<file path="src/rtl/mfp_ahb_sevenseg_multi_pkg.sv">
// Shared constants for the multi-digit seven-segment AHB slave.
//   - Register word offsets (byte address >> 2) for the control registers
//     and the base of the per-digit value registers.
//   - hex_glyph(): 4-bit value to active-high segment pattern {g,f,e,d,c,b,a}.
package mfp_ahb_sevenseg_multi_pkg;

  // Word offsets; the bus decodes HADDR[7:2] against these.
  localparam logic [5:0] SEG_EN_W         = 6'h00;  // byte 0x00
  localparam logic [5:0] SEG_DP_W         = 6'h01;  // byte 0x04
  localparam logic [5:0] SEG_RAW_W        = 6'h02;  // byte 0x08
  localparam logic [5:0] SEG_BLINK_W      = 6'h03;  // byte 0x0C
  localparam logic [5:0] SEG_BRIGHT_W     = 6'h04;  // byte 0x10
  localparam logic [5:0] SEG_DIGIT_BASE_W = 6'h10;  // byte 0x40, one word per digit

  function automatic logic [6:0] hex_glyph(input logic [3:0] v);
    logic [6:0] g;
    case (v)
      4'h0: g = 7'h3F;
      4'h1: g = 7'h06;
      4'h2: g = 7'h5B;
      4'h3: g = 7'h4F;
      4'h4: g = 7'h66;
      4'h5: g = 7'h6D;
      4'h6: g = 7'h7D;
      4'h7: g = 7'h07;
      4'h8: g = 7'h7F;
      4'h9: g = 7'h6F;
      4'hA: g = 7'h77;
      4'hB: g = 7'h7C;
      4'hC: g = 7'h39;
      4'hD: g = 7'h5E;
      4'hE: g = 7'h79;
      default: g = 7'h71;
    endcase
    return g;
  endfunction

endpackage

</file>
<file path="src/rtl/mfp_ahb_sevenseg_multi_scan.sv">
// Scan timing for the multiplexed display.
//   clk_i      : clock
//   rst_i      : synchronous active-high reset
//   idx_o      : digit currently owning the display slot
//   blank_o    : high on the first cycle of every slot (ghost suppression)
//   pwm_cnt_o  : free-running brightness counter
//   blink_ph_o : blink phase, 0 = blinking digits visible
module mfp_ahb_sevenseg_multi_scan #(
  parameter int NUM_DIGITS  = 8,
  parameter int REFRESH_DIV = 25000,
  parameter int BLINK_DIV   = 12500000,
  parameter int PWM_BITS    = 4,
  localparam int IDX_W      = (NUM_DIGITS > 1) ? $clog2(NUM_DIGITS) : 1
) (
  input  logic                clk_i,
  input  logic                rst_i,
  output logic [IDX_W-1:0]    idx_o,
  output logic                blank_o,
  output logic [PWM_BITS-1:0] pwm_cnt_o,
  output logic                blink_ph_o
);

  localparam int SLOT_W  = $clog2(REFRESH_DIV);
  localparam int BLINK_W = $clog2(BLINK_DIV);
  localparam logic [SLOT_W-1:0]  SLOT_LAST  = SLOT_W'(REFRESH_DIV - 1);
  localparam logic [IDX_W-1:0]   IDX_LAST   = IDX_W'(NUM_DIGITS - 1);
  localparam logic [BLINK_W-1:0] BLINK_LAST = BLINK_W'(BLINK_DIV - 1);

  logic [SLOT_W-1:0]   slot_q, slot_d;
  logic [IDX_W-1:0]    idx_q, idx_d;
  logic [PWM_BITS-1:0] pwm_q, pwm_d;
  logic [BLINK_W-1:0]  blink_cnt_q, blink_cnt_d;
  logic                blink_ph_q, blink_ph_d;

  always_comb begin
    slot_d      = slot_q + SLOT_W'(1);
    idx_d       = idx_q;
    pwm_d       = pwm_q + PWM_BITS'(1);
    blink_cnt_d = blink_cnt_q + BLINK_W'(1);
    blink_ph_d  = blink_ph_q;
    if (slot_q == SLOT_LAST) begin
      slot_d = '0;
      idx_d  = (idx_q == IDX_LAST) ? '0 : idx_q + IDX_W'(1);
    end
    if (blink_cnt_q == BLINK_LAST) begin
      blink_cnt_d = '0;
      blink_ph_d  = ~blink_ph_q;
    end
  end

  always_ff @(posedge clk_i) begin
    if (rst_i) begin
      slot_q      <= '0;
      idx_q       <= '0;
      pwm_q       <= '0;
      blink_cnt_q <= '0;
      blink_ph_q  <= 1'b0;
    end else begin
      slot_q      <= slot_d;
      idx_q       <= idx_d;
      pwm_q       <= pwm_d;
      blink_cnt_q <= blink_cnt_d;
      blink_ph_q  <= blink_ph_d;
    end
  end

  assign idx_o      = idx_q;
  assign blank_o    = (slot_q == '0);
  assign pwm_cnt_o  = pwm_q;
  assign blink_ph_o = blink_ph_q;

endmodule

</file>
<file path="src/rtl/mfp_ahb_sevenseg_multi.sv">
// AHB-Lite slave driving an N-digit multiplexed seven-segment display.
//   HCLK/HRESET : clock, synchronous active-high reset
//   HADDR, HWDATA, HWRITE, HSEL, HTRANS : AHB-Lite slave inputs (HREADY assumed high)
//   HRDATA      : read data, valid in the read data phase, zero otherwise
//   DISPENOUT   : digit anodes, active-low, registered
//   DISPOUT     : cathodes {DP,g..a}, active-low, registered
//
// Transfer handshake: a transfer is accepted in any cycle where
// HSEL & HTRANS[1] is high (the slave is always ready, zero wait states).
// The accepted word address is held for one cycle; a write commits HWDATA
// at the end of that data-phase cycle, a read presents the register on
// HRDATA during it. Back-to-back transfers overlap address and data phases.
module mfp_ahb_sevenseg_multi
  import mfp_ahb_sevenseg_multi_pkg::*;
#(
  parameter int NUM_DIGITS  = 8,
  parameter int REFRESH_DIV = 25000,
  parameter int BLINK_DIV   = 12500000,
  parameter int PWM_BITS    = 4
) (
  input  logic                  HCLK,
  input  logic                  HRESET,
  input  logic [7:0]            HADDR,
  input  logic [31:0]           HWDATA,
  input  logic                  HWRITE,
  input  logic                  HSEL,
  input  logic [1:0]            HTRANS,
  output logic [31:0]           HRDATA,
  output logic [NUM_DIGITS-1:0] DISPENOUT,
  output logic [7:0]            DISPOUT
);

  localparam int IDX_W = (NUM_DIGITS > 1) ? $clog2(NUM_DIGITS) : 1;
  localparam logic [PWM_BITS:0] BRIGHT_RST = {1'b1, {PWM_BITS{1'b0}}};

  // Bus phase tracking and registers
  logic                  wr_pend_q, rd_pend_q;
  logic [5:0]            addr_q;
  logic [NUM_DIGITS-1:0] en_q, dp_q, raw_q, blink_q;
  logic [PWM_BITS:0]     bright_q;
  logic [7:0]            digit_q [NUM_DIGITS];

  logic [5:0]  digit_k;
  logic        digit_hit;
  logic [31:0] rdata;

  // Scan state
  logic [IDX_W-1:0]    idx;
  logic                blank;
  logic [PWM_BITS-1:0] pwm_cnt;
  logic                blink_ph;

  // Pin staging
  logic [7:0]            cur_digit;
  logic                  cur_en, cur_dp, cur_raw, cur_blink, lit;
  logic [6:0]            seg;
  logic [NUM_DIGITS-1:0] anode_d, anode_q;
  logic [7:0]            cath_d, cath_q;

  logic unused_bits;
  assign unused_bits = ^{HADDR[1:0], HWDATA, HTRANS[0], cur_digit[7]};

  mfp_ahb_sevenseg_multi_scan #(
    .NUM_DIGITS (NUM_DIGITS),
    .REFRESH_DIV(REFRESH_DIV),
    .BLINK_DIV  (BLINK_DIV),
    .PWM_BITS   (PWM_BITS)
  ) u_scan (
    .clk_i     (HCLK),
    .rst_i     (HRESET),
    .idx_o     (idx),
    .blank_o   (blank),
    .pwm_cnt_o (pwm_cnt),
    .blink_ph_o(blink_ph)
  );

  // Digit registers live in a window above the control block; words past
  // the last implemented digit decode to nothing.
  assign digit_k   = addr_q - SEG_DIGIT_BASE_W;
  assign digit_hit = (addr_q >= SEG_DIGIT_BASE_W) && (digit_k < 6'(NUM_DIGITS));

  always_ff @(posedge HCLK) begin
    if (HRESET) begin
      wr_pend_q <= 1'b0;
      rd_pend_q <= 1'b0;
      addr_q    <= '0;
      en_q      <= '0;
      dp_q      <= '0;
      raw_q     <= '0;
      blink_q   <= '0;
      bright_q  <= BRIGHT_RST;
    end else begin
      wr_pend_q <= HSEL & HTRANS[1] & HWRITE;
      rd_pend_q <= HSEL & HTRANS[1] & ~HWRITE;
      addr_q    <= HADDR[7:2];
      if (wr_pend_q) begin
        case (addr_q)
          SEG_EN_W:     en_q     <= HWDATA[NUM_DIGITS-1:0];
          SEG_DP_W:     dp_q     <= HWDATA[NUM_DIGITS-1:0];
          SEG_RAW_W:    raw_q    <= HWDATA[NUM_DIGITS-1:0];
          SEG_BLINK_W:  blink_q  <= HWDATA[NUM_DIGITS-1:0];
          SEG_BRIGHT_W: bright_q <= HWDATA[PWM_BITS:0];
          default: ;
        endcase
      end
    end
  end

  always_ff @(posedge HCLK) begin
    for (int k = 0; k < NUM_DIGITS; k++) begin
      if (HRESET) begin
        digit_q[k] <= '0;
      end else if (wr_pend_q && digit_hit && (digit_k == 6'(k))) begin
        digit_q[k] <= HWDATA[7:0];
      end
    end
  end

  always_comb begin
    rdata = '0;
    case (addr_q)
      SEG_EN_W:     rdata = 32'(en_q);
      SEG_DP_W:     rdata = 32'(dp_q);
      SEG_RAW_W:    rdata = 32'(raw_q);
      SEG_BLINK_W:  rdata = 32'(blink_q);
      SEG_BRIGHT_W: rdata = 32'(bright_q);
      default: begin
        for (int k = 0; k < NUM_DIGITS; k++) begin
          if (digit_hit && (digit_k == 6'(k))) rdata = {24'b0, digit_q[k]};
        end
      end
    endcase
  end

  assign HRDATA = rd_pend_q ? rdata : '0;

  // Pick the settings of the digit owning this slot, then form pin values.
  // bright_q is one bit wider than the PWM counter so full scale means
  // always on and zero means always off.
  always_comb begin
    cur_digit = '0;
    cur_en    = 1'b0;
    cur_dp    = 1'b0;
    cur_raw   = 1'b0;
    cur_blink = 1'b0;
    for (int k = 0; k < NUM_DIGITS; k++) begin
      if (idx == IDX_W'(k)) begin
        cur_digit = digit_q[k];
        cur_en    = en_q[k];
        cur_dp    = dp_q[k];
        cur_raw   = raw_q[k];
        cur_blink = blink_q[k];
      end
    end
    lit = cur_en & ~(cur_blink & blink_ph) & ({1'b0, pwm_cnt} < bright_q) & ~blank;
    seg = cur_raw ? cur_digit[6:0] : hex_glyph(cur_digit[3:0]);
    anode_d = '1;
    for (int k = 0; k < NUM_DIGITS; k++) begin
      if ((idx == IDX_W'(k)) && lit) anode_d[k] = 1'b0;
    end
    cath_d = {~cur_dp, ~seg};
  end

  always_ff @(posedge HCLK) begin
    if (HRESET) begin
      anode_q <= '1;
      cath_q  <= '1;
    end else begin
      anode_q <= anode_d;
      cath_q  <= cath_d;
    end
  end

  assign DISPENOUT = anode_q;
  assign DISPOUT   = cath_q;

endmodule

</file>
<file path="config.mk">
export PLATFORM = sky130hd
export DESIGN_NAME = mfp_ahb_sevenseg_multi
export DESIGN_NICKNAME = d
export VERILOG_FILES = /design/src/rtl/mfp_ahb_sevenseg_multi_pkg.sv /design/src/rtl/mfp_ahb_sevenseg_multi_scan.sv /design/src/rtl/mfp_ahb_sevenseg_multi.sv
export SDC_FILE = /design/constraint.sdc
export NUM_CORES = 1
export LEC_CHECK = 0
export ABC_CLOCK_PERIOD_IN_PS = 6400
export CAP_MARGIN = 20
export CELL_PAD_IN_SITES_DETAIL_PLACEMENT = 1
export CELL_PAD_IN_SITES_GLOBAL_PLACEMENT = 1
export CORE_MARGIN = 5
export CORE_UTILIZATION = 47
export DETAILED_ROUTE_END_ITERATION = 8
export PLACE_DENSITY = 0.85
export RECOVER_POWER = 100
export SLEW_MARGIN = 20
export SYNTH_ARGS = -nofsm -noshare
export SYNTH_HDL_FRONTEND = slang
export SYNTH_SLANG_ARGS = --single-unit
export TNS_END_PERCENT = 10
</file>
<file path="constraint.sdc">
create_clock -name HCLK -period 6.4 [get_ports HCLK]
set_input_delay 1.6 -clock HCLK [delete_from_list [all_inputs] [get_ports HCLK]]
set_output_delay 1.6 -clock HCLK [all_outputs]
set_load 0.01 [all_outputs]
</file>
==> metrics, run 1 <==
CTS Buffer Depth 2; worst skew pair latency around 450 ps; Post-Syn Instances 983; Cell Area, Synth 8885 µm²; vias 7749; P&R area growth vs syn 11.28%; Hold Buf Count CTS 0; layout cells sized above 1 6.554%; post-detailed-route via-to-cell ratio 6.244; DIE AREA 21750 µm²; Max Clk Rate 0.1689 GHz; H-tree Lvls 4; Site Rows 50; post-CTS sizing 0; Period Utilization, post-route 92.49%; clock sinks 172; failing checks max-capacitance violations, max-slew violations; initial antenna violation count 0; global-route wire length before repair 44260 µm; grt ovf 0; Flop pwr share 49.0%; count leader, synth nand2_1; area leader, netlist dfxtp_1; Placeable Area between 15000 and 20000 µm²; pin count of the biggest net entering global routing 59; total detailed-routing wirelength around 29000 µm; DP Area 9313 µm²; Root Buffer clkbuf_16; post-synthesis sequential area ratio 45.97%; First DRT Iteration DRCs 807; FFs w/ async S/R, synth 0%; # IOs 94; Hold Path Class flip-flop to flip-flop; die height roughly 150 µm; fillers 2168; Final setup viols 0; DP HPWL 19330 µm; Synth Warn # 0; slew margin rel. -84.26%; ANT nets after route 0; top cell type's share of synthesized area 24.33%; pwr/cell area 246.6 nW/µm²; CTS Buf Count 17; nets@finish 1059; Clk pwr share 44.3%; Clk pin slew, worst setup/hold paths 70 ps; drc violations 0; min Tclk post-route 5919 ps; WL per Instance 23.12 µm; Antenna Cells 0; Yosys reg bits 172; max-cap violations 2; final-report max-slew violation count 93; Final Skew 11.07 ps; Logic pwr share 6.7%; Hold Violations, Final 0; RSZ-0062 raised after global routing no; status finished, violations left; P_int roughly 1.8 mW; Avg Inst Size Synth 9.038 µm²; GRT Total Usage a little over a quarter; crit end category primary output; IO buf count 42; Post-synth EDFFs 64; top cells by count, synth nand2_1, dfxtp_1, nor2_1; CP max FO 20; startpoint types flip-flop; top cells by area, synth dfxtp_1, edfxtp_1, nand2_1, and2_1, a21oi_1; worst slew pin tran 2764 ps; GP Congestion 0.9239; Sw Share between 20% and 30%; first-pass iteration count of the detailed router 6; VDD IR max 0.0001763 V; WP data arrival approximately 4300 ps; post-CTS setup buffers 0; worst endpoint required time between 4000 and 5000 ps; post-synth cell types 76; TritonCTS clock tree done; vias in the first global route 7862; die width 147.5 µm; Fin Setup TNS 0 ps; NetSw 0.6257 mW; WS Path Type flip-flop to primary output; leakage 3.362 nW; Starting Density 47.66%; Main synth FF type dfxtp_1; Finished Cell Area 9887 µm²
[sequential cells by signal, summed over array words and instances (netlist names), 3 cells and up]
register,cells
digit_q,64
u_scan.blink_cnt_q,24
u_scan.slot_q,15
DISPENOUT,8
DISPOUT,8
blink_q,8
dp_q,8
en_q,8
raw_q,8
addr_q,6
bright_q,5
u_scan.pwm_cnt_o,4
u_scan.idx_o,3
[per-stage QoR]
stage	total power [mW]	worst slack, ps	hold slack (ps)	instances	util [%]
3_3_place_gp	1.371	1504	440.7	1209	49.95
6_report	2.438	480.5	464.6	1241	53.03
3_5_place_dp	1.380	1460	450.6	1209	49.95
4_1_cts	2.446	951.8	469.2	1241	53.20
5_1_grt	2.507	410.7	488.6	1241	53.03
2_1_floorplan	1.320	2932	425.2	1006	-
[layout make-up]
cell class	instances	area [µm²]	share of cell area, %
Clock buffer	17	425.4	4.303
Tap cell	234	292.8	2.961
Clock inverter	15	180.2	1.822
Multi-Input combinational cell	722	4318	43.67
Inverter	27	101.3	1.025
Sequential cell	172	4084	41.31
Timing Repair Buffer	54	485.5	4.910
[layout by cell type, fill, tap and decap left out, types with 10 or more instances in the layout]
cell type        instances
a221oi_1                15
conb_1                  24
xor2_1                  22
xnor2_1                 12
clkbuf_16               17
nor2b_1                 14
mux2i_1                 13
o211ai_1                10
ha_1                    19
clkdlybuf4s50_1         16
nor3_1                  17
a22oi_1                 11
nor2_1                  77
edfxtp_1                64
inv_1                   26
nand2_1                120
a21oi_1                 72
dfxtp_1                108
nand3_1                 68
dlygate4sd3_1           25
o21ai_0                 33
and2_0                  60
[power groups by stage]
| stage | sequential (mW) | combinational, mW | clock, mW |
|---|---|---|---|
| floorplan | 1.21 | 0.114 | 0 |
| global placement | 1.22 | 0.155 | 0 |
| detailed placement | 1.22 | 0.162 | 0 |
| CTS | 1.19 | 0.163 | 1.09 |
| global route | 1.20 | 0.173 | 1.14 |
| finish | 1.20 | 0.163 | 1.08 |
[kinds of logic after synthesis]
| family | after synthesis | share of synthesized area (%) |
|---|---|---|
| xor+xnor | 34 | 3.352 |
| simple gates | 425 | 23.91 |
| other cells | 1 | 0.04221 |
| buf+inv | 112 | 6.281 |
| fa+ha+maj | 19 | 2.676 |
| mux | 18 | 2.478 |
| flops | 172 | 45.97 |
| compound gates | 202 | 15.29 |
[critical path: stages (launching register included)]
cell	delay (ps)
dfxtp_1	1030
or3b_1	540
nor2_1	640
a222oi_1	280
a211o_1	380
a31oi_1	310
dlygate4sd3_1	670
[path summary, 6_finish.rpt]
path | end | slack, ps | cells after the start | startpoint
setup / recovery | HRDATA[1] | 480 | 6 | addr_q[0]
hold / removal | u_scan.blink_cnt_q[0] | 460 | 1 | u_scan.blink_cnt_q[0]
setup reg to reg | DISPOUT[1] | 510 | 12 | u_scan.idx_o[2]
hold reg to reg | u_scan.blink_cnt_q[0] | 460 | 1 | u_scan.blink_cnt_q[0]
[per-layer routing]
metal  global-route usage (%)  vias to the layer above  part of all wire, %  routed length [µm]
met5                        0                        -                    0                   0
met3                    5.058                       94                  7.9                2259
met4                    11.46                        0                  4.1                1165
met2                    44.19                      399                   48               13860
li1                         -                     3443                    -                   -
met1                    32.59                     3813                   40               11410
No activity file was read; power rests on OpenSTA's default activity.
==> inputs of run 2 (changes only) <==
- ABC_CLOCK_PERIOD_IN_PS: 6400 -> default
- RECOVER_POWER: 100 -> 25
==> run 2 against run 1 <==
Against the previous run:
- the run still ends with max-capacitance violations, max-slew violations left
- total power about the same
- critical path depth up 6
- via count increased by 0.40%
- count of clock-buffer cells in the layout did not move
==> metrics, run 2 (synthesis results as in run 1) <==
global-route wire length before repair 44260 µm; failing checks max-capacitance violations, max-slew violations; total detailed-routing wirelength 28650 µm; Final setup viols 0; Final Skew 11.74 ps; DP Area a little over 9000 µm²; worst skew pair latency approximately 450 ps; overall power 2.437 mW; die height 147.5 µm; Hold Buf Count CTS 0; initial antenna violation count 0; max-cap violations 2; worst endpoint required time 6790 ps; largest reg by FF count digit_q; status finished, violations left; Site Rows 50; Clk pin slew, worst setup/hold paths 70 ps; VDD IR max 0.0001755 V; P&R area growth vs syn 11.49%; WS Path Type flip-flop to flip-flop; Placeable Area 18640 µm²; DP HPWL just under 20000 µm; nets@finish around 1100; leakage around 3.4 nW; layout cells sized above 1 7.051%; final-report max-slew violation count 93; slew margin rel. -83.20%; RSZ-0062 raised after global routing no; die width 147.5 µm; drc violations 0; Placed Instances 1209; post-CTS setup buffers 0; post-CTS sizing 0; First DRT Iteration DRCs 724; most common cell after layout, fill and taps aside nand2_1; min Tclk post-route 5554 ps; ANT nets after route 0; H-tree Lvls 4; GR peak layer met2; WL per Instance 23.09 µm; startpoint types flip-flop; CP max FO 33; Root Buffer clkbuf_16; first-pass iteration count of the detailed router 8; worst slew pin tran between 2000 and 3000 ps; vias between 7000 and 8000; crit end category flip-flop; DIE AREA 21750 µm²; Antenna Cells 0; clock sinks about 170; M2 GR Usage between 40% and 50%; post-detailed-route via-to-cell ratio 6.269; WP data arrival between 5000 and 6000 ps; Starting Density 47.66%; Finished Layout Cells ~1200; Period Utilization, post-route 86.78%; GP Congestion 0.9239; leading registers by flop count digit_q x64, u_scan.blink_cnt_q x24, u_scan.slot_q x15; # IOs 94; IO buf count 42; CTS Buf Count 17; CTS Buffer Depth 2; most frequent cells in the layout nand2_1, dfxtp_1, nor2_1; met1 Use GR approximately 33%; Fin Setup TNS 0 ps; vias in the first global route a little under 8000; grt ovf 0; TritonCTS clock tree done; GRT Total Usage 26.12%; max reg flops 64; Max Clk Rate 0.1800 GHz; met3 GRT Util 5.058%; Hold Path Class flip-flop to flip-flop; pin count of the biggest net entering global routing 59; Finished Cell Area 9906 µm²; pwr/cell area 246.0 nW/µm²; Hold Violations, Final 0
-- run 2: cell types whose count changed in the layout (fill, tap and decap cells not counted), moves of 2 or more --
cell	change
and2_1	+60
clkdlybuf4s50_1	+24
clkbuf_1	-2
o21ai_1	+4
dlygate4sd3_1	-24
and2_0	-60
o21ai_0	-4
buf_4	+2
-- run 2: power by group --
part / switching (mW) / leakage [nW] / internal (mW)
Sequential: 0.0298 / 1.48 / 1.17
Clock: 0.486 / 0.295 / 0.590
Combinational: 0.106 / 1.66 / 0.0586
-- run 2: final timing paths --
check	start	to	slack, ps	depth (start not counted)
max	u_scan.idx_o[2]	DISPOUT[1]	850	12
min	u_scan.pwm_cnt_o[0]	u_scan.pwm_cnt_o[0]	470	1
max reg2reg	u_scan.idx_o[2]	DISPOUT[1]	850	12
min reg2reg	u_scan.pwm_cnt_o[0]	u_scan.pwm_cnt_o[0]	470	1
-- run 2: layout make-up --
class,instances,area (µm²)
Clock buffer,17,425.4
Fill cell,2164,8737
Inverter,27,101.3
Multi-Input combinational cell,722,4329
Timing Repair Buffer,54,493.0
Sequential cell,172,4084
Clock inverter,15,180.2
Tap cell,234,292.8
-- run 2: per-stage QoR --
step | worst slack (ps) | hold slack (ps) | util [%]
6_report | 845.9 | 465.3 | 53.13
5_1_grt | 778.1 | 488.6 | 53.13
4_1_cts | 951.8 | 469.2 | 53.20
3_5_place_dp | 1460 | 450.6 | 49.95
3_3_place_gp | 1504 | 440.7 | 49.95
2_1_floorplan | 2932 | 425.2 | -
-- run 2: worst max-delay path: stages (launching register included) --
cell and delay, ps:
dfxtp_1 310, clkbuf_1 1320, inv_1 670, ha_1 560
buf_4 260, nor2_1 440, o211ai_1 210, a31oi_2 430
inv_1 150, ha_1 270, and2_1 200, a2111oi_0 490
or3_1 190
-- run 2: metal layers --
metal  part of all wire, %  up-vias  wire, µm
met5                     0        -         0
met4                   4.4        0      1270
met3                   7.5      102      2137
met2                    48      386     13780
met1                    40     3845     11460
li1                      -     3447         -
